$ cat src/rtl/l2_cache_control_pkg.sv
// Shared types for the L2 cache controller: datapath mux selects, FSM state and counter helpers.
// The mux select packages describe the datapath's existing mux encodings.
package pmem_addr_mux;
  typedef enum logic [3:0] {
    cpu,
    dirty_0_write,
    dirty_1_write,
    dirty_2_write,
    dirty_3_write,
    dirty_4_write,
    dirty_5_write,
    dirty_6_write,
    dirty_7_write
  } pmem_addr_mux_sel_t;
endpackage

package data_in_mux;
  typedef enum logic {
    cacheline_adaptor,
    bus_adaptor
  } data_in_mux_sel_t;
endpackage

package data_write_en_mux;
  typedef enum logic [1:0] {
    idle,
    load_mem,
    cpu_write
  } data_write_en_mux_sel_t;
endpackage

package l2_ctrl_types;
  localparam int unsigned NumWays = 8;

  typedef enum logic [1:0] {
    StIdle,
    StCheck,
    StWriteback,
    StFill
  } l2_state_e;

  function automatic logic [31:0] sat_inc(input logic [31:0] count);
    return (count == 32'hFFFF_FFFF) ? count : count + 32'd1;
  endfunction

  // dirty_N_write encodings follow cpu in order, so the way index maps directly.
  function automatic pmem_addr_mux::pmem_addr_mux_sel_t dirty_write_sel(input logic [2:0] way);
    return pmem_addr_mux::pmem_addr_mux_sel_t'({1'b0, way} + 4'd1);
  endfunction
endpackage

$ cat src/rtl/l2_cache_control_victim_sel.sv
// Combinational victim choice for a miss and one-hot-to-binary encoding of the hit way.
module l2_victim_sel
  import l2_ctrl_types::*;
(
  input  logic [NumWays-1:0] valid_out,
  input  logic [NumWays-1:0] dirty_out,
  input  logic [NumWays-1:0] way_hit,
  input  logic [2:0]         plru,
  output logic [2:0]         victim,
  output logic               victim_dirty,
  output logic [2:0]         hit_way
);

  // Scan downwards so the lowest-index invalid way wins; plru only when every way is valid.
  always_comb begin
    victim = plru;
    for (int i = NumWays - 1; i >= 0; i--) begin
      if (!valid_out[i]) victim = 3'(i);
    end
  end

  always_comb begin
    hit_way = 3'd0;
    for (int i = 0; i < NumWays; i++) begin
      if (way_hit[i]) hit_way = 3'(i);
    end
  end

  assign victim_dirty = valid_out[victim] & dirty_out[victim];

endmodule

$ cat src/rtl/l2_cache_control.sv
// L2 cache controller: hit/miss handling, dirty writeback, line fill and saturating perf counters.
module l2_cache_control
  import pmem_addr_mux::*;
  import data_in_mux::*;
  import data_write_en_mux::*;
  import l2_ctrl_types::*;
(
  input  logic                   clk,
  input  logic                   rst,
  input  logic                   mem_read,
  input  logic                   mem_write,
  output logic                   mem_resp,
  output logic                   pmem_read,
  output logic                   pmem_write,
  input  logic                   pmem_resp,
  input  logic                   hit,
  input  logic [NumWays-1:0]     way_hit,
  input  logic [NumWays-1:0]     valid_out,
  input  logic [NumWays-1:0]     dirty_out,
  input  logic [2:0]             plru,
  output logic [NumWays-1:0]     way_load,
  output logic [NumWays-1:0]     valid_load,
  output logic [NumWays-1:0]     valid_in,
  output logic [NumWays-1:0]     dirty_load,
  output logic [NumWays-1:0]     dirty_in,
  output logic                   lru_load,
  output logic [2:0]             mru,
  output logic [2:0]             way_sel,
  output pmem_addr_mux_sel_t     pmem_address_sel,
  output data_in_mux_sel_t       way_data_in_sel [NumWays],
  output data_write_en_mux_sel_t way_write_en_sel [NumWays],
  output logic [31:0]            hit_count,
  output logic [31:0]            miss_count
);

  l2_state_e   state_q, state_d;
  logic [2:0]  victim_q, victim_d;
  logic        refill_q, refill_d;
  logic [31:0] hit_count_q, hit_count_d;
  logic [31:0] miss_count_q, miss_count_d;

  logic [2:0]  sel_victim;
  logic        sel_victim_dirty;
  logic [2:0]  hit_way;

  l2_victim_sel u_victim_sel (
    .valid_out    (valid_out),
    .dirty_out    (dirty_out),
    .way_hit      (way_hit),
    .plru         (plru),
    .victim       (sel_victim),
    .victim_dirty (sel_victim_dirty),
    .hit_way      (hit_way)
  );

  always_comb begin
    state_d      = state_q;
    victim_d     = victim_q;
    refill_d     = refill_q;
    hit_count_d  = hit_count_q;
    miss_count_d = miss_count_q;
    case (state_q)
      StIdle: begin
        if (mem_read || mem_write) state_d = StCheck;
      end
      StCheck: begin
        if (hit) begin
          state_d     = StIdle;
          refill_d    = 1'b0;
          hit_count_d = sat_inc(hit_count_q);
        end else begin
          victim_d = sel_victim;
          refill_d = 1'b1;
          // A re-check after a fill belongs to the same request; count the miss once.
          if (!refill_q) miss_count_d = sat_inc(miss_count_q);
          state_d = sel_victim_dirty ? StWriteback : StFill;
        end
      end
      StWriteback: begin
        if (pmem_resp) state_d = StFill;
      end
      StFill: begin
        if (pmem_resp) state_d = StCheck;
      end
      default: state_d = StIdle;
    endcase
  end

  always_ff @(posedge clk) begin
    if (rst) begin
      state_q      <= StIdle;
      victim_q     <= 3'd0;
      refill_q     <= 1'b0;
      hit_count_q  <= 32'd0;
      miss_count_q <= 32'd0;
    end else begin
      state_q      <= state_d;
      victim_q     <= victim_d;
      refill_q     <= refill_d;
      hit_count_q  <= hit_count_d;
      miss_count_q <= miss_count_d;
    end
  end

  // Outputs are held at defaults while rst is high so a coincident pmem_resp writes nothing.
  always_comb begin
    mem_resp         = 1'b0;
    pmem_read        = 1'b0;
    pmem_write       = 1'b0;
    way_load         = '0;
    valid_load       = '0;
    valid_in         = '0;
    dirty_load       = '0;
    dirty_in         = '0;
    lru_load         = 1'b0;
    mru              = 3'd0;
    way_sel          = 3'd0;
    pmem_address_sel = cpu;
    for (int i = 0; i < NumWays; i++) begin
      way_data_in_sel[i]  = cacheline_adaptor;
      way_write_en_sel[i] = idle;
    end
    if (!rst) begin
      case (state_q)
        StCheck: begin
          if (hit) begin
            mem_resp = 1'b1;
            lru_load = 1'b1;
            mru      = hit_way;
            way_sel  = hit_way;
            if (mem_write) begin
              way_data_in_sel[hit_way]  = bus_adaptor;
              way_write_en_sel[hit_way] = cpu_write;
              dirty_load[hit_way]       = 1'b1;
              dirty_in[hit_way]         = 1'b1;
            end
          end
        end
        StWriteback: begin
          pmem_write       = 1'b1;
          way_sel          = victim_q;
          pmem_address_sel = dirty_write_sel(victim_q);
        end
        StFill: begin
          pmem_read                 = 1'b1;
          way_data_in_sel[victim_q] = cacheline_adaptor;
          if (pmem_resp) begin
            way_write_en_sel[victim_q] = load_mem;
            way_load[victim_q]         = 1'b1;
            valid_load[victim_q]       = 1'b1;
            valid_in[victim_q]         = 1'b1;
            dirty_load[victim_q]       = 1'b1;
          end
        end
        default: ;
      endcase
    end
  end

  assign hit_count  = hit_count_q;
  assign miss_count = miss_count_q;

endmodule

$ cat config.mk
export PLATFORM = sky130hd
export DESIGN_NAME = l2_cache_control
export DESIGN_NICKNAME = d
export VERILOG_FILES = /design/src/rtl/l2_cache_control_pkg.sv /design/src/rtl/l2_cache_control_victim_sel.sv /design/src/rtl/l2_cache_control.sv
export SDC_FILE = /design/constraint.sdc
export NUM_CORES = 1
export LEC_CHECK = 0
export ABC_AREA = 1
export CAP_MARGIN = 20
export CORE_MARGIN = 4
export CORE_UTILIZATION = 45
export DETAILED_ROUTE_END_ITERATION = 8
export GPL_TIMING_DRIVEN = 1
export PLACE_DENSITY = 0.88
export SLEW_MARGIN = 40
export SYNTH_ARGS = -nofsm -noshare
export SYNTH_HDL_FRONTEND = slang
export SYNTH_HIERARCHICAL = 1
export SYNTH_SLANG_ARGS = --single-unit
$ cat constraint.sdc
create_clock -name clk -period 3.27 [get_ports clk]
set_input_delay 0.327 -clock clk [delete_from_list [all_inputs] [get_ports clk]]
set_output_delay 0.327 -clock clk [all_outputs]
set_load 0.02 [all_outputs]
### After elaboration in Yosys (flattened, before gate mapping)

Index checks and enable logic that the tools add are counted.

* output and inout port bits: 142
* memories kept: 0
* logic and storage cells: 110
* bits of input ports: 33
* ROM bits: 0
* bits in latches: 0
* RAM bits: 0
* flip-flop bits (word level): 70

* $lt $le $gt $ge: 9
* equality and inequality tests: 8
* $add $sub $neg: 3
* reduce and logical (&&, ||, !) cells: 10
* bitwise operators: 7
* shift-type cells: 0
* multiply operators: 0
* mux-type cells: 68
* divide/modulo/power cells: 0

Operators by type and width (count)
* $mux 8: 12
* $add 32x1->32 const B: 2
* $eq 32x32->1 const B: 2
* $mux 16: 3
* $mux 3: 16
* $pmux 16 s2: 1
* $mux 2: 8
* $pmux 8 s2: 1
* $mux 1: 15
* $mux 15: 1
* $demux 2 s3: 2
* $lt 3x4->1 const B: 3
* $demux 1 s3: 3
* $ge 4x4->1 const B: 2
* $lt 4x1->1 const B: 2
* $mux 4: 2
* $not 3->4: 2
* $pmux 2 s4: 1
* $bmux 1 s3: 2
* $ge 3x1->1 const B: 2
* $ne 2x2->1 const B: 3
* $pmux 3 s2: 1
* $reduce_and 3->1: 2
* $add 3x1->4 const B: 1
* other kinds (9): 16

### Longest topological paths before layout

* word-level depth: 16
* gate-level depth with buffers: 16
* depth with buffers taken out: 16

### Cells and area by module

Netlist, hierarchy kept.

Modules (own cells, without submodules)
* l2_cache_control: area each 4906.0 um2, instances 1, seq. area each 1401.3 um2, cells each 797
* l2_victim_sel: area each 284.0 um2, instances 1, seq. area each 0.0 um2, cells each 57

### Worst setup path before layout

Ideal clock, no wire load.

* path kind: flip-flop to output port
* start: reg state_q[1]
* end: out way_data_in_sel[0] in the netlist's numbering
* slack: 833 ps
* buffers on the path: 2
* cell stages (with the launch flop): 11
* arrival time: 2110 ps
* required time: 2943 ps
* path through: dfxtp_1 > inv_1 > ha_1 > nand2_1 > inv_2 > buf_4 > nand2_1 > nor2_1 > inv_2 > nor2_1 > buf_4

RTL lines
* start: declaration: line l2_cache_control.sv:36 `l2_state_e state_q, state_d;`
* start signal: assignment: line l2_cache_control.sv:91 `state_q <= StIdle;`
* start signal: assignment: line l2_cache_control.sv:97 `state_q <= state_d;`
* end: declaration: line l2_cache_control.sv:30 `output data_in_mux_sel_t way_data_in_sel [NumWays],`

### Worst setup path after layout

* start: reg state_q[1]
* end: out dirty_load[1]

* longest elaborated chain between the ends: 3
* elaborated cells on any way between the ends: 4
* classes of those cells: eq/ne (2); mux (2)

RTL lines
* $eq 2x2->1 or $eq 2x1->1 (tied branches): line l2_cache_control.sv:124 `case (state_q)`
* $pmux 8 s2 (*): line l2_cache_control.sv:124
* $mux 8 (*): line l2_cache_control.sv:123 `if (!rst) begin`
* end: declaration: line l2_cache_control.sv:24 `output logic [NumWays-1:0] dirty_load,`

Every way passes the cells marked *; elsewhere a longest branch is shown, timed or not.

==> results summary <==
The run finished with clean final reports. The maximum level of the CTS H-tree came out at 3. The number of nets produced by synthesis came out at 894. The detail-routed via count per cell is 5.08. The combined global-route utilization of all metal layers is 23.0%. The area added between synthesis and finish came out at 35.8%. Setup repair after global routing left no endpoint under its margin. The switching share of power came out at 35.0%. After detailed placement, the design holds a cell count of 1118. The final critical-path share of the clock period is 90.6%. The power density of the placed cells is 383 mW/mm2. Once the floorplan was initialized, standard cells occupied 46.8% of the core. The worst-case clock skew came out at 12.1 ps.

The root buffer cell chosen for the clock tree is clkbuf_16. The total overflow reported by the global router is 0. The share of total power dissipated in sequential elements is 36.1%. The worst-case headroom to the max-slew limit is 56.6%. The largest buffer count on any clock path is 2.

The final layout net count came out at 1029. The required time of the worst setup path came out at 2940 ps. After clock tree synthesis, the clock-pin slew on the worst setup and hold paths is 60 ps. The hold violation total from the final report came to 0. The height of the die came out at 115 um. The total setup violations reported at the end of the flow is 0. In the final layout, flip-flops and latches occupy 0.00140 mm2. The total area inside the core boundary comes to 0.0111 mm2.

The maximum clock frequency is 338 MHz. In the final timing run, aggregate negative setup slack is 0 ps. The finished layout holds 1134 standard cells, fillers aside. The cell count after synthesis came out at 854. The routed length per placed instance is 13.4 um. The number of antenna violations at the first check in global routing came out at 0. Combinational logic is responsible for 27.4% of the overall power. The number of hold-repair buffers added at the cts stage is 0. The initial detailed-routing violation count came out at 477. From left edge to right edge, the die measures 115 um.

The clock group share of total power came out at 36.5%. The max-slew violation total from the final report came out at 0. Across the VDD grid, the largest voltage drop is 317 uV. The worst hold path was traced through 2 stages. The min-delay analysis places its worst path in the category flop to flop.

The quantity of I/O buffers inserted on ports is 173. The fraction of layout instances using a drive strength above 1 is 7.14%. The multi-input gate area in the final layout came out at 0.00305 mm2. The count of TritonRoute iterations in the first routing pass is 5.

The max-capacitance violation count is 0. The sequential element share of the synthesized area came out at 27.0%. Counting flops with a built-in enable in the synthesized netlist gives 0. The worst reg2reg path depth is 8.

The number of synthesized register bits is 70. Once detail routing completed, the nets flagged for antenna violations numbered 0. In the layout the commonest cells are 218 x nand2_1, 175 x nor2_1, 173 x clkdlybuf4s50_1, 85 x inv_1, 76 x nand3_1. For this run, design rule violations remaining after detail routing come to 0.

The number of filler instances in the final layout is 992. The clock drives 70 sinks. The top fanout value on the critical path came out at 12. The number of distinct library cell variants in the gate-level netlist after synthesis came out at 43. The leakage component of the power is 2.69 nW. The switching power came out at 0.000945 W. 175 I/O pins were placed.

The mapped cell area came out at 0.00519 mm2. For this run, the leading register cell type out of synthesis is dfxtp_1. The clock reaches the later pin of the worst-skew pair after 340 ps. The worst setup path is captured at an output pin.

The via count of the first global-routing pass is 5259. The number of clock buffers inserted by TritonCTS is 9. The fraction of synthesis flops using an asynchronous set or reset pin is 0%.

For the worst setup path, the data arrival time is 2640 ps. TritonCTS built the clock tree. Entering global routing, the biggest net connects 48 pins. The clock period minus worst slack is 2960 ps.

The internal power summed over all cells came out at 0.00175 W. The diode insertion count for antenna repair came out at 0. The detailed-route via count is 5759. The slew at the pin with the worst max-slew slack is 649 ps. The final RePlAce weighted congestion came out at 0.910.

Detailed placement finished with a half-perimeter wire length of 11700 um. A synthesized cell averages 6.08 um2. The count of synthesis-stage warnings from yosys is 6. The most common cell after layout, fill and taps aside is nand2_1.

The area of the die came out at 0.0133 mm2. The wire length of the first global-routing pass is 25000 um. The critical path class is flop to output pin. The routed design has 15200 um of wire. The number of cell rows is 38. The nature of the critical path startpoint is a flop.
## critical path, cell delays in order (launching register included)
cell,delay [ps]
dfxtp_1,330
inv_1,100
ha_1,190
nand2_1,170
clkinv_2,240
nand2_1,170
nor2_1,190
inv_2,110
o22ai_1,170
clkdlybuf4s50_1,640
## cell usage after synthesis (5+ instances only)
cell type,number,area share (%)
a21oi_1,35,3.4
a21oi_2,12,2.0
buf_2,7,0.67
buf_4,35,5.1
clkbuf_1,6,0.43
clkinv_1,6,0.43
dfxtp_1,70,27
ha_1,7,1.7
inv_1,85,6.1
nand2_1,218,16
nand2_2,13,1.6
nand3_1,76,7.3
nand4_1,13,1.6
nor2_1,175,13
nor2_2,5,0.60
nor3_1,7,0.67
o21ai_0,11,1.1
o21bai_1,12,1.7
o22ai_1,8,0.96
xnor2_1,7,1.2
xor2_1,8,1.4
## final timing paths
path / startpoint / end / slack [ps]
max reg2reg: state_q[1] / hit_count[23] / 1070
min: miss_count[22] / miss_count[22] / 540
min reg2reg: miss_count[22] / miss_count[22] / 540
max: state_q[1] / dirty_load[1] / 310
## repair_timing
action / in CTS / in global routing
setup endpoints to repair: 0 / 3
buffers inserted: 0 / 0
hold endpoints to repair: 0 / 0
resized for setup: 0 / 1
## power by group through the flow
| stage | Sequential [W] | Combinational (W) | Clock (W) |
|---|---|---|---|
| CTS | 0.000973 | 0.000741 | 0.000992 |
| global route | 0.000984 | 0.000826 | 0.00104 |
| detailed placement | 0.000991 | 0.000737 | 0 |
| global placement | 0.000990 | 0.000724 | 0 |
| finish | 0.000974 | 0.000741 | 0.000985 |
| floorplan | 0.00101 | 0.000522 | 0 |
## layer usage
metal / up-vias / share of wire (%) / global-route usage (%)
li1: 2944 / - / -
met1: 2602 / 44 / 30.2
met2: 199 / 48 / 38.3
met3: 14 / 6.7 / 5.42
met4: 0 / 1.2 / 5.09
met5: - / 0 / 0
## flip-flops by register name (all words and copies together), names as in the netlist
signal	flops
refill_q	1
hit_count	32
victim_q	3
miss_count	32
state_q	2
## logic make-up (layout without fill, tap and decap cells)
kind of cell | count (synthesis) | after routing | share of synthesized area, %
flops | 70 | 70 | 27.0
buf+inv | 149 | 289 | 14.3
compound gates | 89 | 89 | 10.7
fa+ha+maj | 7 | 7 | 1.69
simple gates | 524 | 524 | 43.9
xor+xnor | 15 | 15 | 2.53
## final cells by class
cell class	instances	area share, %
tap	140	2.48
multi-input combinational	635	43.2
sequential	70	19.9
clock inverter	7	1.06
clock buffer	9	3.19
timing repair buffer	177	25.0
inverter	96	5.16
## per-stage QoR
step | total power [W] | utilization [%] | instance area [um2] | setup slack [ps] | hold slack, ps
2_1_floorplan | 0.00153 | - | 5190 | 833 | 490
3_3_place_gp | 0.00171 | 60.9 | 6750 | 381 | 512
3_5_place_dp | 0.00173 | 60.9 | 6750 | 388 | 522
4_1_cts | 0.00271 | 63.6 | 7050 | 218 | 539
5_1_grt | 0.00285 | 63.6 | 7050 | 11.6 | 548
6_report | 0.00270 | 63.6 | 7050 | 307 | 535
Note: power is estimated with default switching activity, not from simulation.
